### src/rtl/scan_seq_ctrl.sv
// rtl/scan_seq_ctrl.sv - scan sequencer: SR configuration load, injection bursts, FIFO drain per step
//
// Ports:
//   BUS_CLK, BUS_RST          clock (rising edge), asynchronous active-high reset
//   START, ABORT              single-cycle scan begin / stop requests
//   NUM_STEPS, NUM_INJ        steps per scan, injections per step (latched on START)
//   INJ_PERIOD, DRAIN_WAIT    injection spacing, required FIFO-empty run length (latched on START)
//   SPI_START / SPI_READY     configuration load trigger / SPI idle indication
//   INJ_START                 injection pulse generator trigger
//   FIFO_EMPTY / RX_EN        data-receiver FIFO empty / receiver enable
//   BUSY, DONE, ERROR         status: not idle, scan completed pulse, sticky timeout
//   STEP_CNT, INJ_CNT         completed steps, injections issued in the current step
//
// Optional feature: define SCAN_SEQ_TIMEOUT_EN to bound the time spent waiting on
// the SPI handshake; without it ERROR is tied low and no timeout counter exists.

module scan_seq_ctrl #(
    parameter int CNT_WIDTH  = 16,
    parameter int WAIT_WIDTH = 16
) (
    input  logic                  BUS_CLK,
    input  logic                  BUS_RST,
    input  logic                  START,
    input  logic                  ABORT,
    input  logic [CNT_WIDTH-1:0]  NUM_STEPS,
    input  logic [CNT_WIDTH-1:0]  NUM_INJ,
    input  logic [WAIT_WIDTH-1:0] INJ_PERIOD,
    input  logic [WAIT_WIDTH-1:0] DRAIN_WAIT,
    output logic                  SPI_START,
    input  logic                  SPI_READY,
    output logic                  INJ_START,
    input  logic                  FIFO_EMPTY,
    output logic                  RX_EN,
    output logic                  BUSY,
    output logic                  DONE,
    output logic                  ERROR,
    output logic [CNT_WIDTH-1:0]  STEP_CNT,
    output logic [CNT_WIDTH-1:0]  INJ_CNT
);

    typedef enum logic [2:0] {
        IDLE, CONF, CONF_ACK, CONF_WAIT, INJ, INJ_WAIT, DRAIN, NEXT
    } state_t;

    state_t                state, state_d;
    logic                  done_q, done_d;
    logic [CNT_WIDTH-1:0]  step_cnt, inj_cnt, lat_steps, lat_inj;
    logic [WAIT_WIDTH-1:0] lat_period, lat_drain, wait_cnt, drain_cnt;
    logic                  latch, step_clr, step_inc, inj_clr, inj_inc;
    logic                  to_hit;

    logic [CNT_WIDTH-1:0]  step_nxt, inj_nxt;
    logic [WAIT_WIDTH-1:0] period_m1;
    logic                  drain_hit;

    assign step_nxt  = step_cnt + CNT_WIDTH'(1);
    assign inj_nxt   = inj_cnt + CNT_WIDTH'(1);
    // Number of INJ_WAIT cycles between pulses; periods of 0 and 1 both mean back-to-back.
    assign period_m1 = (lat_period == '0) ? '0 : lat_period - WAIT_WIDTH'(1);
    // drain_cnt holds the ones seen before this cycle, so this cycle completes the run.
    assign drain_hit = FIFO_EMPTY &&
                       ((lat_drain == '0) || (drain_cnt == lat_drain - WAIT_WIDTH'(1)));

    always_ff @(posedge BUS_CLK or posedge BUS_RST) begin
        if (BUS_RST) begin
            state      <= IDLE;
            done_q     <= 1'b0;
            step_cnt   <= '0;
            inj_cnt    <= '0;
            lat_steps  <= '0;
            lat_inj    <= '0;
            lat_period <= '0;
            lat_drain  <= '0;
            wait_cnt   <= '0;
            drain_cnt  <= '0;
        end else begin
            state  <= state_d;
            done_q <= done_d;
            if (latch) begin
                lat_steps  <= NUM_STEPS;
                lat_inj    <= NUM_INJ;
                lat_period <= INJ_PERIOD;
                lat_drain  <= DRAIN_WAIT;
            end
            if (step_clr)      step_cnt <= '0;
            else if (step_inc) step_cnt <= step_nxt;
            if (inj_clr)       inj_cnt  <= '0;
            else if (inj_inc)  inj_cnt  <= inj_nxt;
            // The INJ cycle itself is the first cycle of the period.
            if (state == INJ)  wait_cnt <= WAIT_WIDTH'(1);
            else               wait_cnt <= wait_cnt + WAIT_WIDTH'(1);
            if (state == DRAIN && FIFO_EMPTY) drain_cnt <= drain_cnt + WAIT_WIDTH'(1);
            else                              drain_cnt <= '0;
        end
    end

    always_comb begin
        state_d  = state;
        done_d   = 1'b0;
        latch    = 1'b0;
        step_clr = 1'b0;
        step_inc = 1'b0;
        inj_clr  = 1'b0;
        inj_inc  = 1'b0;
        case (state)
            IDLE: begin
                if (START) begin
                    latch = 1'b1;
                    if (NUM_STEPS == '0) begin
                        done_d = 1'b1;
                    end else begin
                        step_clr = 1'b1;
                        state_d  = CONF;
                    end
                end
            end
            CONF: state_d = CONF_ACK;
            CONF_ACK: begin
                if (to_hit)          state_d = IDLE;
                else if (!SPI_READY) state_d = CONF_WAIT;
            end
            CONF_WAIT: begin
                if (to_hit) begin
                    state_d = IDLE;
                end else if (SPI_READY) begin
                    inj_clr = 1'b1;
                    state_d = (lat_inj == '0) ? DRAIN : INJ;
                end
            end
            INJ: begin
                inj_inc = 1'b1;
                if (period_m1 != '0) state_d = INJ_WAIT;
                else                 state_d = (inj_nxt == lat_inj) ? DRAIN : INJ;
            end
            INJ_WAIT: begin
                if (wait_cnt == period_m1) state_d = (inj_cnt == lat_inj) ? DRAIN : INJ;
            end
            DRAIN: begin
                if (drain_hit) state_d = NEXT;
            end
            NEXT: begin
                step_inc = 1'b1;
                if (step_nxt == lat_steps) begin
                    done_d  = 1'b1;
                    state_d = IDLE;
                end else begin
                    state_d = CONF;
                end
            end
            default: state_d = IDLE;
        endcase
        // ABORT overrides everything, including a START in IDLE, and freezes the counters.
        if (ABORT) begin
            state_d  = IDLE;
            done_d   = 1'b0;
            latch    = 1'b0;
            step_clr = 1'b0;
            step_inc = 1'b0;
            inj_clr  = 1'b0;
            inj_inc  = 1'b0;
        end
    end

`ifdef SCAN_SEQ_TIMEOUT_EN
    logic [WAIT_WIDTH-1:0] to_cnt;
    logic                  error_q;
    logic                  in_conf_wait;

    assign in_conf_wait = (state == CONF_ACK) || (state == CONF_WAIT);
    assign to_hit       = in_conf_wait && ((to_cnt + WAIT_WIDTH'(1)) == '1);

    always_ff @(posedge BUS_CLK or posedge BUS_RST) begin
        if (BUS_RST) begin
            to_cnt  <= '0;
            error_q <= 1'b0;
        end else begin
            if (in_conf_wait) to_cnt <= to_cnt + WAIT_WIDTH'(1);
            else              to_cnt <= '0;
            if (to_hit && !ABORT) error_q <= 1'b1;
            else if (step_clr)    error_q <= 1'b0;
        end
    end

    assign ERROR = error_q;
`else
    assign to_hit = 1'b0;
    assign ERROR  = 1'b0;
`endif

    // Strobes are pure state decodes so reset clears them without waiting for a clock.
    assign SPI_START = (state == CONF);
    assign INJ_START = (state == INJ);
    assign RX_EN     = (state == INJ) || (state == INJ_WAIT) || (state == DRAIN);
    assign BUSY      = (state != IDLE);
    assign DONE      = done_q;
    assign STEP_CNT  = step_cnt;
    assign INJ_CNT   = inj_cnt;

endmodule

### config.mk
export PLATFORM = sky130hd
export DESIGN_NAME = scan_seq_ctrl
export DESIGN_NICKNAME = d
export VERILOG_FILES = /design/src/rtl/scan_seq_ctrl.sv
export SDC_FILE = /design/constraint.sdc
export NUM_CORES = 1
export LEC_CHECK = 0
export BUFFER_PORTS_ARGS = -buffer_cell sky130_fd_sc_hd__buf_2
export CORE_UTILIZATION = 63
export CTS_CLUSTER_DIAMETER = 60
export DETAILED_ROUTE_END_ITERATION = 8
export HOLD_SLACK_MARGIN = 0.12
export PLACE_DENSITY = 0.86
export SLEW_MARGIN = 20
export SYNTH_ARGS = -nofsm -noshare
export SYNTH_HDL_FRONTEND = slang
export SYNTH_SLANG_ARGS = --single-unit
### constraint.sdc
create_clock -name BUS_CLK -period 6.7 [get_ports BUS_CLK]
set_input_delay 1.34 -clock BUS_CLK [delete_from_list [all_inputs] [get_ports BUS_CLK]]
set_output_delay 1.34 -clock BUS_CLK [all_outputs]
set_load 0.005 [all_outputs]
# After elaboration in Yosys (flattened, before gate mapping)
# Index checks and enable logic that the tools add are counted.
# word_totals
regBits	132
input_bits	70
output_inout_bits	38
# classes
n_reduce_logical	15
muxes	39
n_addsub	6
n_eq_ne	18
# op_table
op	n
$mux 16	7
$eq 16x16->1	5
$add 16x1->16 const B	4
$logic_not 16->1	4
$sub 16x1->16 const B	2
$pmux 3 s8	1
$mux 3	7
$mux 1	19
$ne 3x3->1 const B	6
$reduce_bool 16->1	1
$eq 3x3->1 const B	4
$mux 2	4
$eq 3x2->1 const B	2
$reduce_and 6->1	1
$reduce_bool 2->1	2
$eq 3x1->1 const B	1
$logic_not 3->1	1
$logic_or 1x1->1	3
$reduce_bool 3->1	1
$logic_and 1x1->1	2
$pmux 1 s2	1

# Longest topological paths before layout
# Gate-level depths: netlist of run 1.
# logic_depth
ltp_word	7
depth_mapped	12

# Worst setup path after synthesis of run 1
# No wires, ideal clock.
# synth_path
path_type	register -> register
startpoint	register lat_period[0]
endpoint	register state[1]
path_slack_ps	3432
required_time_ps	6635
path_buffers	1
path_stages_with_launch	12
setup_time_ps	65
t_arrival_ps	3203
path_cell_list	dfrtp_1 inv_1 ha_1 or4b_4 buf_6 o31a_1 or4b_1 a21oi_1 o221ai_1 or4_1 o21bai_2 o211a_1
# synth_between
elab_chain_len	6
word_cells_on_any_way	10
classes_between	1 x add/sub; 2 x eq/ne; 4 x mux; 3 x reduce/logical
# synth_rtl
item	line	rtl
start, declared	48	logic [WAIT_WIDTH-1:0] lat_period, lat_drain, wait_cnt, drain_cnt;
start signal, assigned	72	lat_period <= '0;
start signal, assigned	82	lat_period <= INJ_PERIOD;
$sub 16x1->16 or $logic_not 16->1 (tied branches)	59	assign period_m1 = (lat_period == '0) ? '0 : lat_period - WAIT_WIDTH'(1);
$mux 16 (*)	59	
$reduce_bool 16->1	132	if (period_m1 != '0) state_d = INJ_WAIT;
$mux 2	132	
$pmux 3 s8	105	case (state)
$mux 3	153	if (ABORT) begin
end signal, assigned	77	state <= state_d;
end, declared	45	state_t state, state_d;
# Every way passes the cells marked *; elsewhere a longest branch is shown, timed or not.
# A chain may end at the register's enable or synchronous reset.

# Final worst setup path of run 1
# Ends and elaborated chain as after synthesis.

==> out/results.md, run 1 <==
• 4000 ps — arrival time at the worst endpoint
• 108 — io pins
• reg -> reg — type of the worst setup path
• 132 — number of flip-flops and latches in the synthesized netlist
• no — RSZ-0062 raised after global routing
• 0.00838 mm² — netlist area before placement
• 0 — Synthesis Warnings
• 26.2% — worst slew margin relative to its limit
• 54.3% — post-route fraction of the period consumed by the critical path
• 60 ps — clock edge transition at the registers on the reported setup and hold paths
• 21900 µm — total wirelength of the detailed-routed design
• 3060 ps — register-to-register path setup slack
• 4.28 nW — Leakage Power
• 100% — FFs w/ async S/R, synth
• 1.48 mW — net switching power figure
• 117 µm — die outline width
• done — TritonCTS clock tree
• clkbuf_16 — root buffer selected by CTS
• 1100 ps — pin slew with the least headroom to its limit
• 17 — total CTS buffers
• 13.6% — area added between synthesis and finish
• nand2_1 — commonest non-fill, non-tap cell in the layout
• lat_steps[5] — Hold EP
• 0 ps — final setup TNS
• 0.0138 mm² — area enclosed by the die boundary
• lat_steps[5] — start point of the worst min-delay path
• 3060 ps — slack of the critical path
• 25.3% — clock share of power
• 41 — placement row count
• 37.4% — share of power burned in registers
• 1082 — post-synth net total
• 1006 — number of standard cells after synthesis
• 0 — number of resized instances in the post-cts repair step
• 922 — filler instances
• flop — CP endpoint kind
• 0 — pins over their slew limit
• 14900 µm — HPWL after detailed placement
• 39.4% — proportion of netlist area held by the largest area contributor
• 65.6% — Initial Util
• 2.24 mW — internal portion of total power
• 3020 ps — post-placement worst setup slack
• reg -> reg — kind of path behind the tightest hold check
• dfrtp_1 — Top FF cell, synth
• 275 MHz — maximum clock frequency
• 0 — GRT Residual Overflow
• 7441 — number of global-route vias before repair
• 7070 ps — required time at the endpoint of the critical path
• 0 — DR DRC count
• 0.962 — final estimated routing congestion in global placement
• 39.4% — part of the Yosys area used for sequential elements
• 0 — number of buffers added for setup after CTS
• 33.1% — global-route total usage across every layer
• 1230 — cell count after placement
• 36700 µm — wire length of the first global-routing pass
• 17.4 µm — WL/cell
• 117 µm — Die Ht
• 6.26 — Via density
• dfrtp_1 — leading area contributor after synthesis
• 5 — 1st-pass router iterations
• 3640 ps — time the final worst path needs with I/O delays and setup
• nand2_1 (199), dfrtp_1 (132), buf_2 (106) — leading cell types in the layout, fill and taps excluded
• 2 — Max clock buf depth
• 78 — pin count of the biggest net entering global routing
• dfrtp_1 (39%), nand2_1 (8.9%), xnor2_1 (5.4%) — cell types occupying the most area after synthesis
• complete, no violations — result of the run
• 9.81 ps — worst clock skew
• 106 — Port Buf Inserts
• 15.6% — share of post-route cells with drive strength above 1
• 1261 — final standard cell count with taps included and fillers excluded
• 0.224 mV — worst vdd rail ir drop
• 37.3% — combinational fraction of design power
• state[1] — worst reg2reg path endpoint
• 1153 — number of nets in the layout
• 829 — initial DRC count
• 420 ps — Clk Latency, worst-skew pair
• 1 — initial antenna violation count
• 391 mW/mm² — Power Dens Cells
• 0 — Final setup viols
• 1 — hold path depth
• 0.00480 mm² — combined area of the multi-input logic cells
• 132 — clock sink count
• 8.33 µm² — average size of a mapped cell
• lat_period[0] — FF-to-FF Start
• flop — CP startpoint kind
• 4 — maximum level of the CTS H-tree
• 0 — max-cap check violation count
• 10 — CP max FO
• 0 — total count of hold-check failures in the final report
• 0 — Post-synth EDFFs
• 0.0128 mm² — Core Box Area
• 0 — antenna fix cells
• 0 — hold-fix buffers at CTS
• 9 — logic depth of the worst register-to-register path
• 39.9% — switching power as a share of total power
• 0 — post-route antenna net violation count
• 0.00330 mm² — area occupied by registers
• 7888 — total via count in the routed design
• 78 — count of cell types in the netlist
[worst max-delay path by stage]
stage	from	endpoint	slack, ps	cells past startpoint
after floorplan	BUS_RST	DONE	1830	1
after global placement	ABORT	STEP_CNT[6]	3200	7
after detailed placement	ABORT	state[1]	3020	9
after CTS	lat_period[0]	state[1]	3100	9
after global routing	lat_period[0]	state[1]	2870	9
final	lat_period[0]	state[1]	3060	9
[layer usage]
| metal | GRT usage, % | up-vias | wire (µm) |
|---|---|---|---|
| met1 | 44.2 | 3775 | 9360 |
| met3 | 6.91 | 48 | 1460 |
| li1 | - | 3707 | - |
| met4 | 13.6 | 2 | 491 |
| met5 | 0 | - | 8 |
| met2 | 52.6 | 356 | 10600 |
[power by group through the flow]
stage	Combinational (mW)	Sequential, mW	Clock, mW
global placement	1.31	1.38	0
CTS	1.37	1.38	0.948
finish	1.39	1.39	0.941
global route	1.54	1.43	0.986
detailed placement	1.34	1.39	0
floorplan	1.17	1.21	0
[cell families (layout without fill, tap and decap cells)]
group | Yosys count | after routing | synth area share, %
DFF | 132 | 132 | 39.4
muxes | 20 | 20 | 2.78
and+or+nand+nor | 495 | 495 | 28.5
AOI/OAI and AO/OA | 178 | 178 | 14.0
xor gates and xnor gates | 103 | 103 | 10.9
buffers and inverters | 71 | 154 | 3.42
adders and majority gates | 6 | 6 | 0.896
other | 1 | 1 | 0.0447
[synthesized netlist by cell type, drive strengths merged (9+ instances only)]
cell type,instances
xnor2,52
and3,13
nand3,39
o31ai,12
mux2,16
a21oi,30
buf,9
nor4,27
or3,20
nand2,199
clkbuf,47
nand4,18
o21ai,61
dfrtp,132
or4,10
nor2,79
nor2b,10
nor3,34
inv,15
xor2,50
[through the flow]
step / hold WS, ps / cell area, µm² / power [mW] / util (%)
after floorplan: 481 / 8380 / 2.39 / -
after global placement: 507 / 8920 / 2.68 / 69.8
after detailed placement: 512 / 8920 / 2.73 / 69.8
after CTS: 526 / 9510 / 3.69 / 74.5
after global routing: 549 / 9520 / 3.96 / 74.5
final: 525 / 9520 / 3.72 / 74.5
[worst max-delay path, stage by stage (launching register included)]
cell and delay, ps:
dfrtp_1 440, inv_1 170, ha_1 300, or4b_4 580, o31a_1 330, or3_1 410
nor4_1 470, a31oi_1 200, o311ai_0 460, o211a_1 210
[flip-flops by register name, summed over array words and instances (netlist names)]
register / cells
lat_drain: 16
STEP_CNT: 16
lat_inj: 16
lat_steps: 16
lat_period: 16
INJ_CNT: 16
drain_cnt: 16
DONE: 1
wait_cnt: 16
state: 3
[cell type report]
cell class | count | share of cell area [%]
clock buffer | 23 | 5.23
tap | 172 | 2.26
clock inverter | 8 | 1.03
inverter | 15 | 0.618
timing repair buffer | 108 | 5.73
sequential | 132 | 34.7
multi-input combinational | 803 | 50.4
Power figures use the tool's default switching activity.
==> inputs of run 2 (changes only) <==
Settings changed: ABC_AREA set to 1, CORE_UTILIZATION 63 to 53, PLACE_DENSITY 0.86 to 0.77.
Clock period 6.7 ns to 3.1 ns, I/O delays scaled along.
==> run 2 against run 1 <==
Setup slack worse by 2300 ps. Synthesized area shrank 1.3%. Non-clock buffer count is 3 higher. Power grew 120%. Largest power group is now combinational cells. Die area up 17%. Critical path type unchanged. Fmax increased by 57%.
==> out/results.md, run 2 <==
• complete, no violations — result of the run
• 0 — max-cap check violation count
• 0 — number of buffers added for setup after CTS
• 132 — clock sink count
• 698 ps — post-placement worst setup slack
• nand2_1 — commonest non-fill, non-tap cell in the layout
• 26.4% — global-route total usage across every layer
• nand2_1 (297), inv_1 (142), dfrtp_1 (132) — synth cell count leaders
• 0 — Synthesis Warnings
• 1120 — number of standard cells after synthesis
• 5.38 — Via density
• 7.39 µm² — average size of a mapped cell
• 778 ps — slack of the critical path
• 755 ps — pin slew with the least headroom to its limit
• 60 ps — clock edge transition at the registers on the reported setup and hold paths
• 15.8% — area added between synthesis and finish
• 538 — initial DRC count
• 866 mW/mm² — Power Dens Cells
• 34000 µm — wire length of the first global-routing pass
• in -> async — kind of path behind the tightest hold check
• 0.0161 mm² — area enclosed by the die boundary
• 2320 ps — time the final worst path needs with I/O delays and setup
• 0.924 — final estimated routing congestion in global placement
• 4.62 nW — Leakage Power
• done — TritonCTS clock tree
• 0 — total count of hold-check failures in the final report
• lat_period[1] — FF-to-FF Start
• 0 — DR DRC count
• 780 ps — register-to-register path setup slack
• 0 ps — final setup TNS
• 100% — FFs w/ async S/R, synth
• 2 — Max clock buf depth
• 133 — pin count of the biggest net entering global routing
• 2630 ps — arrival time at the worst endpoint
• 54.4% — Initial Util
• 127 µm — Die Ht
• clkbuf_16 — root buffer selected by CTS
• reg -> reg — type of the worst setup path
• 0 — post-route antenna net violation count
• nand2_1 (297), inv_1 (141), dfrtp_1 (132) — leading cell types in the layout, fill and taps excluded
• flop — CP endpoint kind
• 7690 — total via count in the routed design
• 0 — number of resized instances in the post-cts repair step
• 420 ps — Clk Latency, worst-skew pair
• 132 — number of flip-flops and latches in the synthesized netlist
• 39.9% — part of the Yosys area used for sequential elements
• 1305 — number of nets in the layout
• 431 MHz — maximum clock frequency
• 14700 µm — HPWL after detailed placement
• 106 — Port Buf Inserts
• 361 ps — post-route worst hold slack
• 14.1 µm — WL/cell
• 127 µm — die outline width
• no — RSZ-0062 raised after global routing
• state[1] — worst reg2reg path endpoint
• 0 — initial antenna violation count
• 45 — placement row count
• 19 — logic depth of the worst register-to-register path
• 0 — Final setup viols
• 108 — io pins
• 45 — count of cell types in the netlist
• 0.00827 mm² — netlist area before placement
• 63.0% — core occupancy in the finished layout
• 0.532 mV — worst vdd rail ir drop
• 49.7% — worst slew margin relative to its limit
• 5 — 1st-pass router iterations
• nand2_1 — most common cell in the netlist
• lat_period[1] — worst setup path startpoint
• 16.5% — share of post-route cells with drive strength above 1
• 20100 µm — total wirelength of the detailed-routed design
• 1196 — post-synth net total
• 17 — total CTS buffers
• 4 — maximum level of the CTS H-tree
• dfrtp_1 (40%), nand2_1 (13%), inv_1 (6.4%) — cell types occupying the most area after synthesis
• 0 — Post-synth EDFFs
• state[1] — end point of the critical path
• 0 — hold-fix buffers at CTS
• 3410 ps — required time at the endpoint of the critical path
• 26 — CP max FO
• 0.0152 mm² — Core Box Area
• 0 — antenna fix cells
• dfrtp_1 — Top FF cell, synth
• 7326 — number of global-route vias before repair
• dfrtp_1 — leading area contributor after synthesis
• 0 — pins over their slew limit
• 0 — GRT Residual Overflow
• 39.9% — proportion of netlist area held by the largest area contributor
• 7.79 ps — worst clock skew
• flop — CP startpoint kind
• 74.9% — post-route fraction of the period consumed by the critical path
==> run 2: routing by layer <==
| metal | up-vias | global-route usage [%] | part of all wire, % | routed length (µm) |
|---|---|---|---|---|
| li1 | 3857 | - | - | - |
| met1 | 3554 | 35.7 | 46 | 9320 |
| met2 | 243 | 41.4 | 45 | 9140 |
| met3 | 36 | 6.45 | 6.1 | 1240 |
| met4 | 0 | 9.17 | 2.1 | 417 |
| met5 | - | 0 | 0 | 0 |
==> run 2: how the worst min path moves through the flow <==
stage	to	slack (ps)	depth (start not counted)
floorplan	wait_cnt[0]	480	1
global placement	lat_steps[1]	510	1
detailed placement	drain_cnt[0]	520	1
CTS	lat_drain[1]	400	3
global route	lat_period[1]	400	3
finish	wait_cnt[15]	360	3
==> run 2: layout make-up <==
| class | count | area [µm²] |
|---|---|---|
| Fill cell | 1387 | 5620 |
| Multi-Input combinational cell | 817 | 4310 |
| Sequential cell | 132 | 3300 |
| Timing Repair Buffer | 111 | 581 |
| Inverter | 150 | 567 |
| Clock buffer | 24 | 492 |
| Tap cell | 188 | 235 |
| Clock inverter | 7 | 96.3 |
==> run 2: worst max-delay path, stage by stage (launching register included) <==
cell and delay (ps):
dfrtp_1 380, inv_1 90, ha_1 220, nand2_4 100
nor2_4 130, nand2_4 180, nand2_1 150, nand2_1 60
nand2_1 50, inv_1 40, nor2_1 90, nand2_1 60
nor2_1 100, nand2_1 90, nand3_2 70, nand2_2 60
nor2_4 130, nand2_2 80, nand2_1 70, nand2_1 50
==> run 2: metrics by stage <==
stage	area, µm²	total power, mW	cells
after global placement	9000	6.16	1398
final	9580	8.30	1429
after global routing	9580	8.96	1429
after floorplan	8280	5.39	1120
after detailed placement	9000	6.25	1398
after CTS	9580	8.32	1429
==> run 2: cell families after synthesis <==
kind of cell	after synthesis	share of synthesized area [%]
other	1	0.0453
and+or+nand+nor	603	33.0
adders and majority gates	6	0.907
xor gates and xnor gates	59	6.58
muxes	25	3.40
AOI/OAI and AO/OA	123	8.04
buffers and inverters	171	8.07
DFF	132	39.9
==> run 2: report_power, final <==
part | switching (mW) | internal (mW)
logic | 1.93 | 1.36
registers | 0.688 | 2.30
clock network | 0.749 | 1.27
